--- src/rtl/axi4_error_responder.sv ---
// AXI4 subordinate that terminates every request with an error response.
// Define AXI4_ERR_RESPONDER_ECHO_EN to capture and return the AW/AR echo field.
//
// state  | meaning
// W_IDLE | waiting for AW, W stalled
// W_DATA | draining W beats until w_last
// W_RESP | holding B until accepted
// R_IDLE | waiting for AR
// R_DATA | streaming error beats, last when count == captured len
module axi4_error_responder #(
    parameter int         ID_W     = 4,
    parameter int         DATA_W   = 64,
    parameter int         STRB_W   = DATA_W / 8,
    parameter int         ECHO_W   = 5,
    parameter logic [1:0] ERR_RESP = 2'b11
) (
    input  logic              clock,
    input  logic              reset_n,
    input  logic              aw_valid,
    output logic              aw_ready,
    input  logic [ID_W-1:0]   aw_id,
    input  logic [31:0]       aw_addr,
    input  logic [7:0]        aw_len,
    input  logic [2:0]        aw_size,
    input  logic [1:0]        aw_burst,
    input  logic [ECHO_W-1:0] aw_echo,
    input  logic              w_valid,
    output logic              w_ready,
    input  logic [DATA_W-1:0] w_data,
    input  logic [STRB_W-1:0] w_strb,
    input  logic              w_last,
    output logic              b_valid,
    input  logic              b_ready,
    output logic [ID_W-1:0]   b_id,
    output logic [1:0]        b_resp,
    output logic [ECHO_W-1:0] b_echo,
    input  logic              ar_valid,
    output logic              ar_ready,
    input  logic [ID_W-1:0]   ar_id,
    input  logic [31:0]       ar_addr,
    input  logic [7:0]        ar_len,
    input  logic [2:0]        ar_size,
    input  logic [1:0]        ar_burst,
    input  logic [ECHO_W-1:0] ar_echo,
    output logic              r_valid,
    input  logic              r_ready,
    output logic [ID_W-1:0]   r_id,
    output logic [DATA_W-1:0] r_data,
    output logic [1:0]        r_resp,
    output logic              r_last,
    output logic [ECHO_W-1:0] r_echo
);

    typedef enum logic [1:0] {W_IDLE, W_DATA, W_RESP} w_state_e;
    typedef enum logic       {R_IDLE, R_DATA} r_state_e;

    w_state_e        w_state_q, w_state_d;
    r_state_e        r_state_q, r_state_d;
    logic [ID_W-1:0] b_id_q, b_id_d;
    logic [ID_W-1:0] r_id_q, r_id_d;
    logic [7:0]      r_len_q, r_len_d;
    logic [7:0]      r_cnt_q, r_cnt_d;

    always_ff @(posedge clock or negedge reset_n) begin
        if (!reset_n) begin
            w_state_q <= W_IDLE;
            r_state_q <= R_IDLE;
            b_id_q    <= '0;
            r_id_q    <= '0;
            r_len_q   <= '0;
            r_cnt_q   <= '0;
        end else begin
            w_state_q <= w_state_d;
            r_state_q <= r_state_d;
            b_id_q    <= b_id_d;
            r_id_q    <= r_id_d;
            r_len_q   <= r_len_d;
            r_cnt_q   <= r_cnt_d;
        end
    end

    always_comb begin
        w_state_d = w_state_q;
        b_id_d    = b_id_q;
        case (w_state_q)
            W_IDLE: if (aw_valid) begin
                w_state_d = W_DATA;
                b_id_d    = aw_id;
            end
            W_DATA: if (w_valid && w_last) w_state_d = W_RESP;
            W_RESP: if (b_ready) w_state_d = W_IDLE;
            default: w_state_d = W_IDLE;
        endcase
    end

    // The counter stops on the last beat, so len 255 never wraps mid-burst.
    always_comb begin
        r_state_d = r_state_q;
        r_id_d    = r_id_q;
        r_len_d   = r_len_q;
        r_cnt_d   = r_cnt_q;
        case (r_state_q)
            R_IDLE: if (ar_valid) begin
                r_state_d = R_DATA;
                r_id_d    = ar_id;
                r_len_d   = ar_len;
                r_cnt_d   = '0;
            end
            R_DATA: if (r_ready) begin
                if (r_cnt_q == r_len_q) r_state_d = R_IDLE;
                else                    r_cnt_d   = r_cnt_q + 8'd1;
            end
        endcase
    end

    assign aw_ready = (w_state_q == W_IDLE);
    assign w_ready  = (w_state_q == W_DATA);
    assign b_valid  = (w_state_q == W_RESP);
    assign b_id     = b_id_q;
    assign b_resp   = ERR_RESP;

    assign ar_ready = (r_state_q == R_IDLE);
    assign r_valid  = (r_state_q == R_DATA);
    assign r_id     = r_id_q;
    assign r_data   = '0;
    assign r_resp   = ERR_RESP;
    assign r_last   = (r_state_q == R_DATA) && (r_cnt_q == r_len_q);

`ifdef AXI4_ERR_RESPONDER_ECHO_EN
    logic [ECHO_W-1:0] b_echo_q, r_echo_q;

    always_ff @(posedge clock or negedge reset_n) begin
        if (!reset_n) begin
            b_echo_q <= '0;
            r_echo_q <= '0;
        end else begin
            if (aw_valid && aw_ready) b_echo_q <= aw_echo;
            if (ar_valid && ar_ready) r_echo_q <= ar_echo;
        end
    end

    assign b_echo = b_echo_q;
    assign r_echo = r_echo_q;

    logic unused_inputs;
    assign unused_inputs = ^{aw_addr, aw_len, aw_size, aw_burst, w_data, w_strb,
                             ar_addr, ar_size, ar_burst};
`else
    assign b_echo = '0;
    assign r_echo = '0;

    logic unused_inputs;
    assign unused_inputs = ^{aw_addr, aw_len, aw_size, aw_burst, w_data, w_strb,
                             ar_addr, ar_size, ar_burst, aw_echo, ar_echo};
`endif

endmodule

--- config.mk ---
export PLATFORM = sky130hd
export DESIGN_NAME = axi4_error_responder
export DESIGN_NICKNAME = d
export VERILOG_FILES = /design/src/rtl/axi4_error_responder.sv
export SDC_FILE = /design/constraint.sdc
export NUM_CORES = 1
export LEC_CHECK = 0
export ABC_AREA = 0
export BUFFER_PORTS_ARGS = -buffer_cell sky130_fd_sc_hd__clkbuf_2
export CORE_AREA = 2 2 108 110
export DETAILED_ROUTE_END_ITERATION = 12
export DIE_AREA = 0 0 110 112
export HOLD_SLACK_MARGIN = 0.15
export MAX_ROUTING_LAYER = met4
export SYNTH_ARGS = -nofsm -noshare
export SYNTH_HDL_FRONTEND = slang
export SYNTH_SLANG_ARGS = --single-unit
--- constraint.sdc ---
create_clock -name clock -period 2.25 [get_ports clock]
set_input_delay 0.3375 -clock clock [delete_from_list [all_inputs] [get_ports clock]]
set_output_delay 0.3375 -clock clock [all_outputs]
set_load 0.02 [all_outputs]
Word-level counts from Yosys, hierarchy flattened
Cells that the tools add are included.
{"block": "word_totals", "regBits": 27, "input_bits": 188, "out_inout_bits": 92, "wordCells": 36}
{"block": "classes", "n_addsub": 1, "n_eq_ne": 9, "mux": 12, "bitwise": 1, "reduce_logical": 7}
{"op": "$mux 8", "count": 3}
{"op": "$pmux 8 s2", "count": 1}
{"op": "$add 8x1->8 const B", "count": 1}
{"op": "$eq 8x8->1", "count": 1}
{"op": "$ne 2x2->1 const B", "count": 4}
{"op": "$mux 2", "count": 3}
{"op": "$pmux 2 s3", "count": 1}
{"op": "$reduce_and 3->1", "count": 2}
{"op": "$ne 2x1->1 const B", "count": 2}
{"op": "$reduce_and 2->1", "count": 2}
{"op": "$mux 1", "count": 3}
{"op": "$eq 2x1->1 const B", "count": 1}
{"op": "$eq 2x2->1 const B", "count": 1}
{"op": "$logic_and 1x1->1", "count": 2}
{"op": "$logic_not 2->1", "count": 1}
{"op": "$pmux 1 s2", "count": 1}
{"op": "$not 1->1", "count": 1}

Depth between registers and ports, before layout
{"block": "logic_depth", "ltp_word": 4, "ltp_mapped": 5, "depth_no_buf": 5}

Worst setup path after synthesis
OpenSTA, ideal clock, no wires.
{"block": "synth_path", "path_kind": "register to output", "from": "register r_cnt_q[2]", "to": "output r_last", "arrival_time_ns": 1.403, "required_time_ns": 1.913, "slack_ns": 0.509, "stages_incl_launch_ff": 6, "path_buffers": 1, "path_cell_list": "dfrtp_1 > xnor2_1 > nand4_2 > or3_1 > buf_6 > inv_1"}
{"block": "synth_between", "elab_chain_cells": 2}
{"element": "start: declaration", "line_no": "62", "text": "logic [7:0] r_cnt_q, r_cnt_d;"}
{"element": "start signal: assignment", "line_no": "78", "text": "r_cnt_q <= r_cnt_d;"}
{"element": "$eq 8x8->1", "line_no": "127", "text": "assign r_last = (r_state_q == R_DATA) && (r_cnt_q == r_len_q);"}
{"element": "$logic_and 1x1->1", "line_no": "127"}
{"element": "end: declaration", "line_no": "50", "text": "output logic r_last,"}
Every way passes these cells.

Final worst setup path
{"block": "layout_path", "from": "register r_cnt_q[1]", "to": "output r_last"}
Same word-level chain as after synthesis.

==> run summary <==
The share of synthesized flip-flops with an asynchronous set or reset is between 90% and 100%. After layout, the worst path uses a little over nine tenths of the clock period. The post-layout instance area is about 2100 µm². The first global-routing pass estimated 5130 µm of wire. Input and output buffers added on the ports amount to 37. Counting along the longest clock path gives a buffer depth of 2.

The total inserted antenna cells is 0. The initial core utilization came out at between 15 and 20%. The number of iterations in the first detailed-routing pass is 4. The number of cells on the worst reg-to-reg path is 4. The worst endpoint required time is ~1.9 ns. In the routed design, unresolved DRC markers number 0. The total via count after detailed routing came out at 1225. At the end of routability-driven placement, the weighted congestion stood at 0.755.

The startpoint of the lowest-slack register-to-register path is r_cnt_q[1]. The number of buffers inserted during clock tree synthesis came out at 3. Yosys printed 0 warnings. Setup total negative slack on the finished layout was measured at 0 ns. The number of placement rows came out at 39. After detailed routing, the average wire length per cell comes to approximately 8.7 µm. In the layout the commonest cells are conb_1, clkbuf_2, dfrtp_1, mux2_2, a221o_1. The worst setup path is of the register to primary output kind. The flow ran to the end, and the final reports show no timing, DRC or antenna violations. The worst setup path is launched from a register.

The register area share after synthesis came out at a little over a third. The layout has approximately 1200 filler cells. On the final layout, the worst clock skew is 0.00483 ns. Detailed placement finished with a half-perimeter wire length of approximately 2700 µm. In this run the critical register-to-register path is captured at r_cnt_q[3]. The kind of path behind the tightest hold check is input port to register.

The cell type contributing the most total cell area after synthesis is dfrtp_1. The overall overflow remaining after global route came out at 0. The endpoint arrival time on the critical path came out at around 1.8 ns. Clock tree synthesis selected as its root buffer the cell clkbuf_16. Across every metal layer, demand over resource in global routing totals under 10%. Pin placement for this block handled 280 I/O pins.

The post-route total power came out at approximately 2.3 mW. Entering global routing, the biggest net connects 28 pins. The share of layout cells above drive strength 1 is a little under a third. The worst path needs around 2.2 ns of the cycle, external delays included. The number of DRC markers after the initial detailed-route iteration is 19. The critical path starts at r_cnt_q[1]. The number of enable-type register cells in the synthesized netlist is 0. For the pin with the worst max-slew slack, the measured transition is between 0.6 and 0.7 ns. At the later pin of the worst-skew pair, clock insertion delay measures between 0.2 and 0.3 ns.

The peak supply drop came out at roughly 0.00044 V. The cell count after synthesis came out at just under 200. The hold violation count in the final report came to 0. The flop-to-flop setup slack came out at a little under 0.5 ns.

After detailed routing, the number of vias per cell comes to approximately 3.3. The initial antenna violation count is 0. The capturing element of the worst setup path is r_last.

The die is ~110 µm tall. The count of antenna-violating nets left after detailed routing came out at 0. The buffers inserted during post-CTS setup optimization came out at 0.

The die covers roughly 12000 µm². The maximum frequency from static timing analysis came out at between 400 and 500 MHz. The cell area reported after detailed placement came out at between 1500 and 2000 µm². By area the synthesized netlist is led by dfrtp_1, buf_4, mux2_2, xnor2_1, a221o_1.

For this design, the sink count on the clock tree is 27. Setup violations remaining at the end of the flow were counted as 0. For this design the ratio of total power to cell area is about 1100 nW/µm². STA classifies the critical path endpoint as a primary output. The mapped netlist covers about 1900 µm². The max-slew violation total from the final report is 0. The relative slew slack is a little over half. In this run the mean area of a mapped cell was 9.93 µm². After clock tree synthesis, the clock-pin slew on the worst setup and hold paths is approximately 0.070 ns. Leaving out fill and tap cells, the most frequent cell in the layout is conb_1. The reported leakage power is 1.05 nW. TritonCTS built the clock tree. The share of Yosys cell area claimed by the top area cell type came out at 35.2%. The number of storage elements in the synthesis netlist came out at 27. The dominant synthesized flop cell is dfrtp_1. The number of H-tree levels came out at 1. The number of global-route vias before repair came out at ~1100. The floorplan step set the die width to 110 µm. The worst-path maximum fanout is 8. The distinct cell type count of the synthesized netlist is 33. The number of max-capacitance violations reported is 0.

The region available for standard cell placement spans 11200 µm². The signed area change from the synthesized netlist to the final layout came out at 9.73%. The post-layout net count came out at 422. Wires add up to ~3200 µm. Setup repair after global routing left no endpoint under its margin.
## worst max-delay path: stages (launching register included)
cell and delay (ns):
dfrtp_1 0.45, xnor2_1 0.22, nand3_2 0.16, or3_4 0.47
inv_1 0.09, clkbuf_2 0.17
## cell type report
class                           count  area [µm²]  share of cell area [%]
Timing Repair Buffer               41         218                    10.4
Sequential cell                    27         677                    32.2
Clock buffer                        4        78.8                    3.75
Multi-Input combinational cell    155         932                    44.3
Inverter                            5        18.8                   0.892
Tap cell                          143         179                    8.51
## per-layer routing
layer / vias to the layer above / global-route usage, % / part of all wire, %
li1: 575 / - / -
met1: 587 / 6.86 / 42
met2: 61 / 8.22 / 51
met3: 2 / 1.05 / 6.5
met4: 0 / 1.01 / 0.31
met5: - / - / 0
## sequential cells by signal, indices dropped and copies added (netlist names)
register   count
r_len_q        8
w_state_q      2
r_cnt_q        8
r_valid        1
r_id           4
b_id           4
## worst min-delay path by stage
stage | slack (ns) | cells after the start | from | endpoint
after floorplan | 0.04 | 0 | reset_n | b_id[0]
after global placement | 0.41 | 1 | reset_n | r_id[0]
after detailed placement | 0.41 | 1 | reset_n | r_len_q[6]
after CTS | 0.28 | 2 | w_last | w_state_q[0]
after global routing | 0.30 | 2 | w_last | w_state_q[0]
final | 0.29 | 2 | w_last | w_state_q[0]
## logic make-up (layout without fill, tap and decap cells)
group,Yosys count,after routing,share of synthesized area (%)
flip-flops,27,27,35.2
buffers and inverters,87,50,32.7
XOR/XNOR,8,8,3.66
multiplexers,16,16,9.40
AO/OA/AOI/OAI,15,15,7.18
AND/OR/NAND/NOR,37,37,10.8
adder cells (fa/ha/maj),1,1,0.653
other,2,78,0.392
## power by group
group	internal (mW)	leakage, nW	switching (mW)
registers	0.700	0.327	0.219
logic	0.436	0.681	0.540
clock network	0.242	0.0382	0.160
## synthesized netlist by cell type (2+ instances only)
library cell	number
inv_1	4
xnor2_1	8
nor4_1	2
and3_1	4
nand4_1	2
nor2b_1	3
or2_2	2
clkbuf_1	3
nand2_1	4
buf_4	78
conb_1	2
nand3_1	5
nor3_1	5
nor2_1	5
o31ai_1	2
mux2_2	16
dfrtp_1	27
a221o_1	6
## stage by stage
step                      hold WS (ns)  utilization (%)  instances  setup slack, ns
final                            0.288             18.8        375           0.0959
after floorplan                 0.0419                -        269            0.509
after global routing             0.299             18.8        375          0.00395
after detailed placement         0.414             17.7        370            0.252
after CTS                        0.283             18.6        375           0.0606
after global placement           0.414             17.7        370            0.252
## what timing repair did
action / 4_1_cts / 5_1_grt
hold endpoints to repair: 27 / 0
gates resized for setup: 1 / 5
pin swaps: 0 / 0
hold buffers: 1 / 0
setup endpoints to repair: 1 / 1
Power figures use the tool's default switching activity.
